==> config.mk <==
export PLATFORM = sky130hd
export DESIGN_NAME = cmd_aggregator
export DESIGN_NICKNAME = d
export VERILOG_FILES = /design/src/rtl/uart_cmd_pkg.sv /design/src/rtl/resp_fifo.sv /design/src/rtl/cmd_aggregator.sv
export SDC_FILE = /design/constraint.sdc
export NUM_CORES = 1
export LEC_CHECK = 0
export BUFFER_PORTS_ARGS = -buffer_cell sky130_fd_sc_hd__clkbuf_2
export CORE_AREA = 4 4 102 142
export CTS_CLUSTER_DIAMETER = 120
export CTS_CLUSTER_SIZE = 12
export DETAILED_ROUTE_END_ITERATION = 7
export DIE_AREA = 0 0 106 146
export GPL_TIMING_DRIVEN = 0
export SYNTH_ARGS = -nofsm -noshare
export SYNTH_HDL_FRONTEND = slang
export SYNTH_SLANG_ARGS = --single-unit
==> constraint.sdc <==
create_clock -name clk -period 3 [get_ports clk]
set_input_delay 0.6 -clock clk [delete_from_list [all_inputs] [get_ports clk]]
set_output_delay 0.6 -clock clk [all_outputs]
set_load 0.01 [all_outputs]
==> src/rtl/uart_cmd_pkg.sv <==
// Shared definitions for the UART command/response endpoint.
package uart_cmd_pkg;

  localparam int unsigned CMD_BYTES = 3;

  typedef enum logic {
    TX_IDLE,
    TX_BUSY
  } tx_state_t;

  localparam logic [7:0] ACK  = 8'hA5;
  localparam logic [7:0] NACK = 8'hEE;

endpackage

==> src/rtl/resp_fifo.sv <==
// Synchronous FIFO with registered occupancy count; a push while full only lands
// when a pop frees a slot in the same cycle.
module resp_fifo
  import uart_cmd_pkg::*;
#(
  parameter int unsigned DEPTH = 8,
  parameter int unsigned WIDTH = 8
) (
  input  logic                     clk,
  input  logic                     rst,
  input  logic                     push,
  input  logic                     pop,
  input  logic [WIDTH-1:0]         din,
  output logic [WIDTH-1:0]         dout,
  output logic                     full,
  output logic                     empty,
  output logic [$clog2(DEPTH):0]   count
);

  localparam int unsigned AW = $clog2(DEPTH);
  localparam logic [AW:0] FullCount = (AW + 1)'(DEPTH);

  logic [WIDTH-1:0] mem_q [DEPTH];
  logic [AW-1:0]    wr_ptr_q, rd_ptr_q;
  logic [AW:0]      count_q;
  logic             do_push, do_pop;

  assign empty   = (count_q == '0);
  assign full    = (count_q == FullCount);
  assign do_pop  = pop && !empty;
  assign do_push = push && (!full || do_pop);
  assign dout    = mem_q[rd_ptr_q];
  assign count   = count_q;

  always_ff @(posedge clk) begin
    if (rst) begin
      wr_ptr_q <= '0;
      rd_ptr_q <= '0;
      count_q  <= '0;
    end else begin
      if (do_push) wr_ptr_q <= wr_ptr_q + AW'(1);
      if (do_pop)  rd_ptr_q <= rd_ptr_q + AW'(1);
      unique case ({do_push, do_pop})
        2'b10:   count_q <= count_q + (AW + 1)'(1);
        2'b01:   count_q <= count_q - (AW + 1)'(1);
        default: count_q <= count_q;
      endcase
    end
  end

  always_ff @(posedge clk) begin
    if (do_push) mem_q[wr_ptr_q] <= din;
  end

endmodule

==> src/rtl/cmd_aggregator.sv <==
// Assembles 3-byte commands from the UART receiver and drains buffered response
// bytes to the UART transmitter one at a time.
module cmd_aggregator
  import uart_cmd_pkg::*;
#(
  parameter int unsigned RESP_DEPTH   = 8,
  parameter int unsigned IDLE_TIMEOUT = 1_000_000
) (
  input  logic        clk,
  input  logic        rst,
  input  logic [7:0]  rx_data,
  input  logic        rx_rdy,
  output logic [23:0] cmd,
  output logic        cmd_rdy,
  input  logic        clr_cmd_rdy,
  input  logic [7:0]  resp_data,
  input  logic        send_resp,
  output logic [7:0]  tx_data,
  output logic        trmt,
  input  logic        tx_done,
  output logic        resp_full,
  output logic        cmd_overrun,
  output logic        resp_drop
);

  localparam int unsigned IdleW = (IDLE_TIMEOUT > 2) ? $clog2(IDLE_TIMEOUT) : 1;
  localparam logic [IdleW-1:0] IdleLast = IdleW'(IDLE_TIMEOUT - 1);
  localparam logic [1:0] LastIdx = 2'(CMD_BYTES - 1);
  localparam int unsigned CntW = $clog2(RESP_DEPTH) + 1;
  localparam logic [CntW-1:0] FullCount = CntW'(RESP_DEPTH);

  // RX assembly state
  logic [1:0]       idx_q, idx_d;
  logic [15:0]      shadow_q, shadow_d;
  logic [IdleW-1:0] idle_q, idle_d;
  logic [23:0]      cmd_q, cmd_d;
  logic             cmd_rdy_q, cmd_rdy_d;
  logic             overrun_q, overrun_d;
  logic             frame_done;

  // Response path state
  tx_state_t        state_q, state_d;
  logic [7:0]       tx_data_q, tx_data_d;
  logic             trmt_q, trmt_d;
  logic             drop_q, drop_d;
  logic             pop;
  logic [7:0]       fifo_dout;
  logic             fifo_full, fifo_empty;
  logic [CntW-1:0]  fifo_count;

  assign frame_done = rx_rdy && (idx_q == LastIdx);

  always_comb begin
    idx_d     = idx_q;
    shadow_d  = shadow_q;
    idle_d    = idle_q;
    cmd_d     = cmd_q;
    cmd_rdy_d = cmd_rdy_q;
    overrun_d = 1'b0;
    if (rx_rdy) begin
      idle_d = '0;
      if (frame_done) begin
        idx_d = 2'd0;
        if (!cmd_rdy_q || clr_cmd_rdy) begin
          cmd_d     = {shadow_q, rx_data};
          cmd_rdy_d = 1'b1;
        end else begin
          overrun_d = 1'b1;
        end
      end else begin
        shadow_d = (idx_q == 2'd0) ? {rx_data, shadow_q[7:0]} : {shadow_q[15:8], rx_data};
        idx_d    = idx_q + 2'd1;
      end
    end else if (idx_q != 2'd0) begin
      // A stalled partial frame is abandoned; cmd/cmd_rdy are left alone.
      if (idle_q == IdleLast) begin
        idx_d  = 2'd0;
        idle_d = '0;
      end else begin
        idle_d = idle_q + IdleW'(1);
      end
    end
    if (!frame_done && clr_cmd_rdy) cmd_rdy_d = 1'b0;
  end

  always_comb begin
    state_d   = state_q;
    tx_data_d = tx_data_q;
    trmt_d    = 1'b0;
    pop       = 1'b0;
    unique case (state_q)
      TX_IDLE: begin
        if (!fifo_empty) begin
          pop       = 1'b1;
          tx_data_d = fifo_dout;
          trmt_d    = 1'b1;
          state_d   = TX_BUSY;
        end
      end
      TX_BUSY: begin
        if (tx_done) state_d = TX_IDLE;
      end
    endcase
    drop_d = send_resp && fifo_full && !pop;
  end

  always_ff @(posedge clk) begin
    if (rst) begin
      idx_q     <= 2'd0;
      shadow_q  <= '0;
      idle_q    <= '0;
      cmd_q     <= '0;
      cmd_rdy_q <= 1'b0;
      overrun_q <= 1'b0;
      state_q   <= TX_IDLE;
      tx_data_q <= '0;
      trmt_q    <= 1'b0;
      drop_q    <= 1'b0;
    end else begin
      idx_q     <= idx_d;
      shadow_q  <= shadow_d;
      idle_q    <= idle_d;
      cmd_q     <= cmd_d;
      cmd_rdy_q <= cmd_rdy_d;
      overrun_q <= overrun_d;
      state_q   <= state_d;
      tx_data_q <= tx_data_d;
      trmt_q    <= trmt_d;
      drop_q    <= drop_d;
    end
  end

  resp_fifo #(
    .DEPTH (RESP_DEPTH),
    .WIDTH (8)
  ) u_resp_fifo (
    .clk   (clk),
    .rst   (rst),
    .push  (send_resp),
    .pop   (pop),
    .din   (resp_data),
    .dout  (fifo_dout),
    .full  (fifo_full),
    .empty (fifo_empty),
    .count (fifo_count)
  );

  assign cmd         = cmd_q;
  assign cmd_rdy     = cmd_rdy_q;
  assign cmd_overrun = overrun_q;
  assign tx_data     = tx_data_q;
  assign trmt        = trmt_q;
  assign resp_drop   = drop_q;
  assign resp_full   = (fifo_count == FullCount);

endmodule
Word level (Yosys, flattened, before mapping)
Memories as Yosys holds them, arrays and structs flattened. A register that Yosys moved wholly into a read port is not among the register bits.
Cells that the tools add are included.
Operators by class
  $add $sub $neg: 6
  eq/ne operators: 5
  multiplexer cells: 13
  bitwise operators: 5
  reductions and logical operators: 27
Operators by type and width (count)
  adder 20 x 1 -> 20 bit (second input constant): 1
  == test 20 bit (second input constant): 1
  two-way mux 20 bit: 1
  AND reduction 3 bit: 3
  two-way mux 2 bit: 4
  one-hot mux 4 bit (2 select lines): 1
  nonzero test 2 bit: 4
  adder 3 x 1 -> 3 bit (second input constant): 2
  logical AND 1 bit: 6
  two-way mux 1 bit: 6
  zero test 1 bit: 5
  inverter 1 bit: 5
  adder 4 x 1 -> 4 bit (second input constant): 1
  == test 2 bit (second input constant): 2
  == test 4 bit (second input constant): 1
  zero test 4 bit: 1
  AND reduction 2 bit: 2
  OR reduction 2 bit: 2
  subtractor 4 x 1 -> 4 bit (second input constant): 1
  OR reduction 3 bit: 1
  adder 2 x 1 -> 2 bit (second input constant): 1
  == test 2 x 1 -> 1 bit (second input constant): 1
  zero test 2 bit: 1
  logical OR 1 bit: 2
  one-hot mux 1 bit (2 select lines): 1
Word-level totals
  bits in registers: 77
  bits in writable memories: 64
  input port bits: 22
  output and inout bits: 37
  word-level logic and storage cells: 70
  memories: 1
Memory list
  u_resp_fifo.mem_q: depth 8, width 8, read ports 1, clocked after Yosys merged registers in 1, write ports 1, RTL line resp_fifo.sv:23  | logic [WIDTH-1:0] mem_q [DEPTH];

Longest topological paths before layout
  depth in word-level cells: 8
  depth in mapped cells: 12
  depth with buffers taken out: 10

Modules after synthesis
From an unflattened synthesis, not the netlist that was laid out.
Unflattened totals
  cells, all modules: 529
  area total of the unflattened synthesis: 6073.3 sq um
By module, submodules not included
  resp_fifo: instances 1, cells an instance 176, area each 3203.1 sq um, seq. area each 2182.1 sq um
  cmd_aggregator: instances 1, cells an instance 353, area each 2870.3 sq um, seq. area each 1501.4 sq um

Worst setup path before layout
OpenSTA, ideal clock, no wires.
  kind: register -> register
  from: register u_resp_fifo.count_q[1] (netlist: u_resp_fifo.count[1])
  to: register u_resp_fifo.count_q[2] (netlist: u_resp_fifo.count[2])
  setup time: 70 ps
  arrival: 2296 ps
  data required time: 2930 ps
  path slack: 633 ps
  cell stages (with the launch flop): 13
  buffers on the path: 2
  clock period less this slack: 2367 ps
  cell sequence: dfxtp_1 buf_6 nor4_1 or2_4 inv_2 buf_6 ha_1 xor2_1 ha_1 a21oi_1 xor2_1 or3_1 a21oi_1
On the way
  longest elaborated chain between the ends: 8
  elaborated cells between the ends (all ways): 15
  classes of those cells: add/sub (2); eq/ne (3); mux (3); reduce/logical (7)
RTL lines
  start: declaration: RTL line resp_fifo.sv:25  | logic [AW:0] count_q;
  start signal: assignment: RTL line resp_fifo.sv:44  | 2'b10: count_q <= count_q + (AW + 1)'(1);
  start signal: assignment: RTL line resp_fifo.sv:45  | 2'b01: count_q <= count_q - (AW + 1)'(1);
  start signal: assignment: RTL line resp_fifo.sv:46  | default: count_q <= count_q;
  zero test 4 bit (*): RTL line resp_fifo.sv:28  | assign empty = (count_q == '0);
  two-way mux 1 bit (*): RTL line cmd_aggregator.sv:93  | if (!fifo_empty) begin
  two-way mux 1 bit (*)
  via pop: RTL line cmd_aggregator.sv:46  | logic pop;
  logical AND 1 bit (*): RTL line resp_fifo.sv:30  | assign do_pop = pop && !empty;
  logical OR 1 bit: RTL line resp_fifo.sv:31  | assign do_push = push && (!full || do_pop);
  logical AND 1 bit: RTL line resp_fifo.sv:31
  == test 2 x 1 -> 1 bit or == test 2 bit (tied branches): RTL line resp_fifo.sv:43  | unique case ({do_push, do_pop})
  one-hot mux 4 bit (2 select lines) or nonzero test 2 bit (tied branches)
Mark *: on every way through the listed nets, which the timed path passes. The rest lies on a longest branch.
A chain may end at the register's enable or synchronous reset.

Worst setup path after layout
  from: register u_resp_fifo.count_q[0] (netlist: u_resp_fifo.count[0])
  to: register u_resp_fifo.count_q[2] (netlist: u_resp_fifo.count[2])
The elaborated chain is that of the path after synthesis.

==> impl_metrics.json <==
{
  "p_sw_uw": 1490,
  "critPathArrivalTime_ns": 3.01,
  "hpwlAfterDp_um": 8450,
  "clockPowerShare_pct": 37.9,
  "yosys_most_used_dff": "dfxtp_1",
  "endpoint_kind": "register",
  "grt_antenna_before_repair": 0,
  "syn_area_um2": 5860,
  "crit_required_ns": 3.34,
  "fin_skew_ns": 0.0122,
  "yosysWarnings": 0,
  "floorplan.initialDensity_pct": 44.2,
  "setup_tns_ns": 0,
  "n_fill_cell": 1205,
  "multi_input_area_um2": 2080,
  "setup_slack_ns": 0.336,
  "grt_max_degree": 17,
  "fp.dieH_um": 146,
  "fin_nets": 606,
  "synth_edf_count": 64,
  "cts_setup_buffers": 0,
  "yosysSeqAreaShare_pct": 61.9,
  "timing.final.crit_period_ns": 2.66,
  "drive_gt1_share_pct": 22.5,
  "grt_pass1_wl_um": 20000,
  "ir_worst_vdd_mv": 0.406,
  "areaGrowthSynthToFinish_pct": 18.6,
  "p_comb_share_pct": 18.2,
  "power_leakage_uw": 0.00246,
  "cts_sinks": 149,
  "r2r_slack_ns": 0.34,
  "dpl_cell_area_um2": 6380,
  "grt_overflow": 0,
  "cts-root-buf": "clkbuf_16",
  "post-place-ws_ns": 0.247,
  "track_usage_pct": 16.6,
  "tightestPinTransition_ns": 1.03,
  "synth_nets": 529,
  "htreeDepth": 4,
  "dieWidth_um": 106,
  "cts_resized": 0,
  "routed_wl_um": 12300,
  "grt_pass1_vias": 3872,
  "cts_tree": "built",
  "cellInternalPower_uw": 3790,
  "async_reset_ff_share_pct": 0,
  "worstSetupStartpointType": "register",
  "ys_types": 48,
  "slew_viol_final": 0,
  "io_pins": 59,
  "design_area_um2": 6950,
  "crit_path_max_fanout": 11,
  "dieArea_um2": 15500,
  "outcome": "completed",
  "syn_avg_cell_area_um2": 11.7,
  "rsz0062_at_grt": "false",
  "vias": 3951,
  "diodes": 0,
  "wl_per_cell_um": 15.9,
  "drc": 0,
  "cts_buffer_depth": 2,
  "final_common_cell": "nand2_1",
  "min_path_type": "input pin to register",
  "ctsHoldBuffers": 0,
  "path_class": "register to register",
  "core_um2": 13300,
  "clk_pin_slew_ns": 0.06,
  "drt-pass1-iter-count": 4,
  "syn-instance-count": 501,
  "hold_viol": 0,
  "regArea_um2": 3620,
  "finalCritPeriodShare_pct": 88.8,
  "io_buffers": 58,
  "fmax_mhz": 375,
  "ys_seq_elements": 149,
  "seqPwrFrac_pct": 43.9,
  "power-per-cell-area_nw_per_um2": 761,
  "final_cell_mix": "94 x nand2_1, 85 x dfxtp_1, 64 x edfxtp_1",
  "swShare_pct": 28.3,
  "vias_per_cell": 5.11,
  "ant_nets": 0,
  "post-route-util_pct": 52.4,
  "fp-row-count": 50,
  "finalSetupViolCount": 0,
  "routabilityCongestion": 0.805,
  "cap_viol_max_count": 0,
  "clk_latency_ns": 0.42,
  "drt_iter0_markers": 117,
  "numCtsBuffers": 17,
  "slew_headroom_pct": 30.9
}
==> flip-flops by register name, indices dropped and copies added, names as in the netlist, 2 cells and up <==
register              flops
u_resp_fifo.mem_q        64
cmd                      24
idle_q                   20
shadow_q                 16
tx_data                   8
u_resp_fifo.count         4
u_resp_fifo.rd_ptr_q      3
u_resp_fifo.wr_ptr_q      3
idx_q                     2
==> per-stage QoR <==
| step | hold WS (ns) | cells | total power [uW] |
|---|---|---|---|
| final | 0.440 | 773 | 5290 |
| after global routing | 0.432 | 773 | 5540 |
| after CTS | 0.421 | 773 | 5350 |
| after detailed placement | 0.445 | 741 | 3340 |
| after global placement | 0.441 | 741 | 3320 |
| after floorplan | 0.432 | 501 | 3050 |
==> kinds of logic after synthesis <==
logic type	share of synthesized area (%)
AOI/OAI and AO/OA	8.46
xor gates and xnor gates	2.69
muxes	7.86
DFF	61.9
adders and majority gates	1.28
buffers and inverters	2.82
and+or+nand+nor	15.0
==> cells in the mapped netlist (2+ instances only) <==
master	instances	area (um^2)
a211oi_1	8	60.1
nor4_1	4	25.0
dfxtp_1	85	1700
buf_6	4	45.0
or3_1	6	37.5
nor4bb_1	2	20.0
nor3b_1	3	22.5
buf_2	8	40.0
mux4_2	16	360
nor3_1	4	20.0
and3_1	2	12.5
o2111ai_1	2	17.5
nand4_1	3	18.8
nand3_1	12	60.1
xor2_1	13	114
o21ai_0	10	50.1
edfxtp_1	64	1920
nand2_1	94	353
clkbuf_1	12	45.0
inv_1	3	11.3
a21oi_1	55	275
nor2_1	36	135
nand2b_1	7	43.8
nor2b_1	2	12.5
o211ai_1	3	22.5
ha_1	6	75.1
buf_4	2	15.0
o31ai_1	2	15.0
xnor2_1	5	43.8
mux2i_1	10	100
==> metal layers <==
layer / global-route usage (%) / up-vias / share of wire (%)
met5: 0 / - / 0
met4: 6.16 / 0 / 1.7
met3: 3.82 / 18 / 3.8
met2: 29.3 / 85 / 52
met1: 19.6 / 1890 / 42
li1: - / 1958 / -
==> area by class of cell <==
class                      count  share of cell area (%)
multi-input combinational    321                    29.9
tap                          182                    3.28
sequential                   149                    52.2
clock inverter                14                    1.60
buffer                        27                    2.16
clock buffer                  18                    6.48
inverter                       4                   0.216
timing repair buffer          58                    4.18
==> power by group through the flow <==
| stage | clock network, uW | logic, uW | registers, uW |
|---|---|---|---|
| 6_report | 2000 | 964 | 2320 |
| 5_1_grt | 2120 | 1080 | 2330 |
| 4_1_cts | 2040 | 983 | 2320 |
| 3_5_place_dp | 0 | 979 | 2360 |
| 3_3_place_gp | 0 | 957 | 2360 |
| 2_1_floorplan | 0 | 693 | 2360 |
==> worst max-delay path, cell delays in order (launching register included) <==
cell	delay (ns)
dfxtp_1	0.39
nor4_1	0.38
or2_4	0.21
inv_2	0.12
buf_6	0.19
ha_1	0.27
xor2_1	0.17
ha_1	0.18
a21oi_1	0.14
xor2_1	0.10
or3_1	0.31
a21oi_1	0.14
==> path summary, 6_finish.rpt <==
check                                                        from                                 to  depth (start not counted)
worst min-delay path                                    send_resp               resp_drop$_SDFF_PP0_                          2
worst max-delay path            u_resp_fifo.count[0]$_SDFFE_PP0P_  u_resp_fifo.count[2]$_SDFFE_PP0P_                         11
worst min register to register           shadow_q[7]$_SDFFE_PP0P_               cmd[15]$_SDFFE_PP0P_                          2
worst max register to register  u_resp_fifo.count[0]$_SDFFE_PP0P_  u_resp_fifo.count[2]$_SDFFE_PP0P_                         11
(Power assumes the default switching activity.)
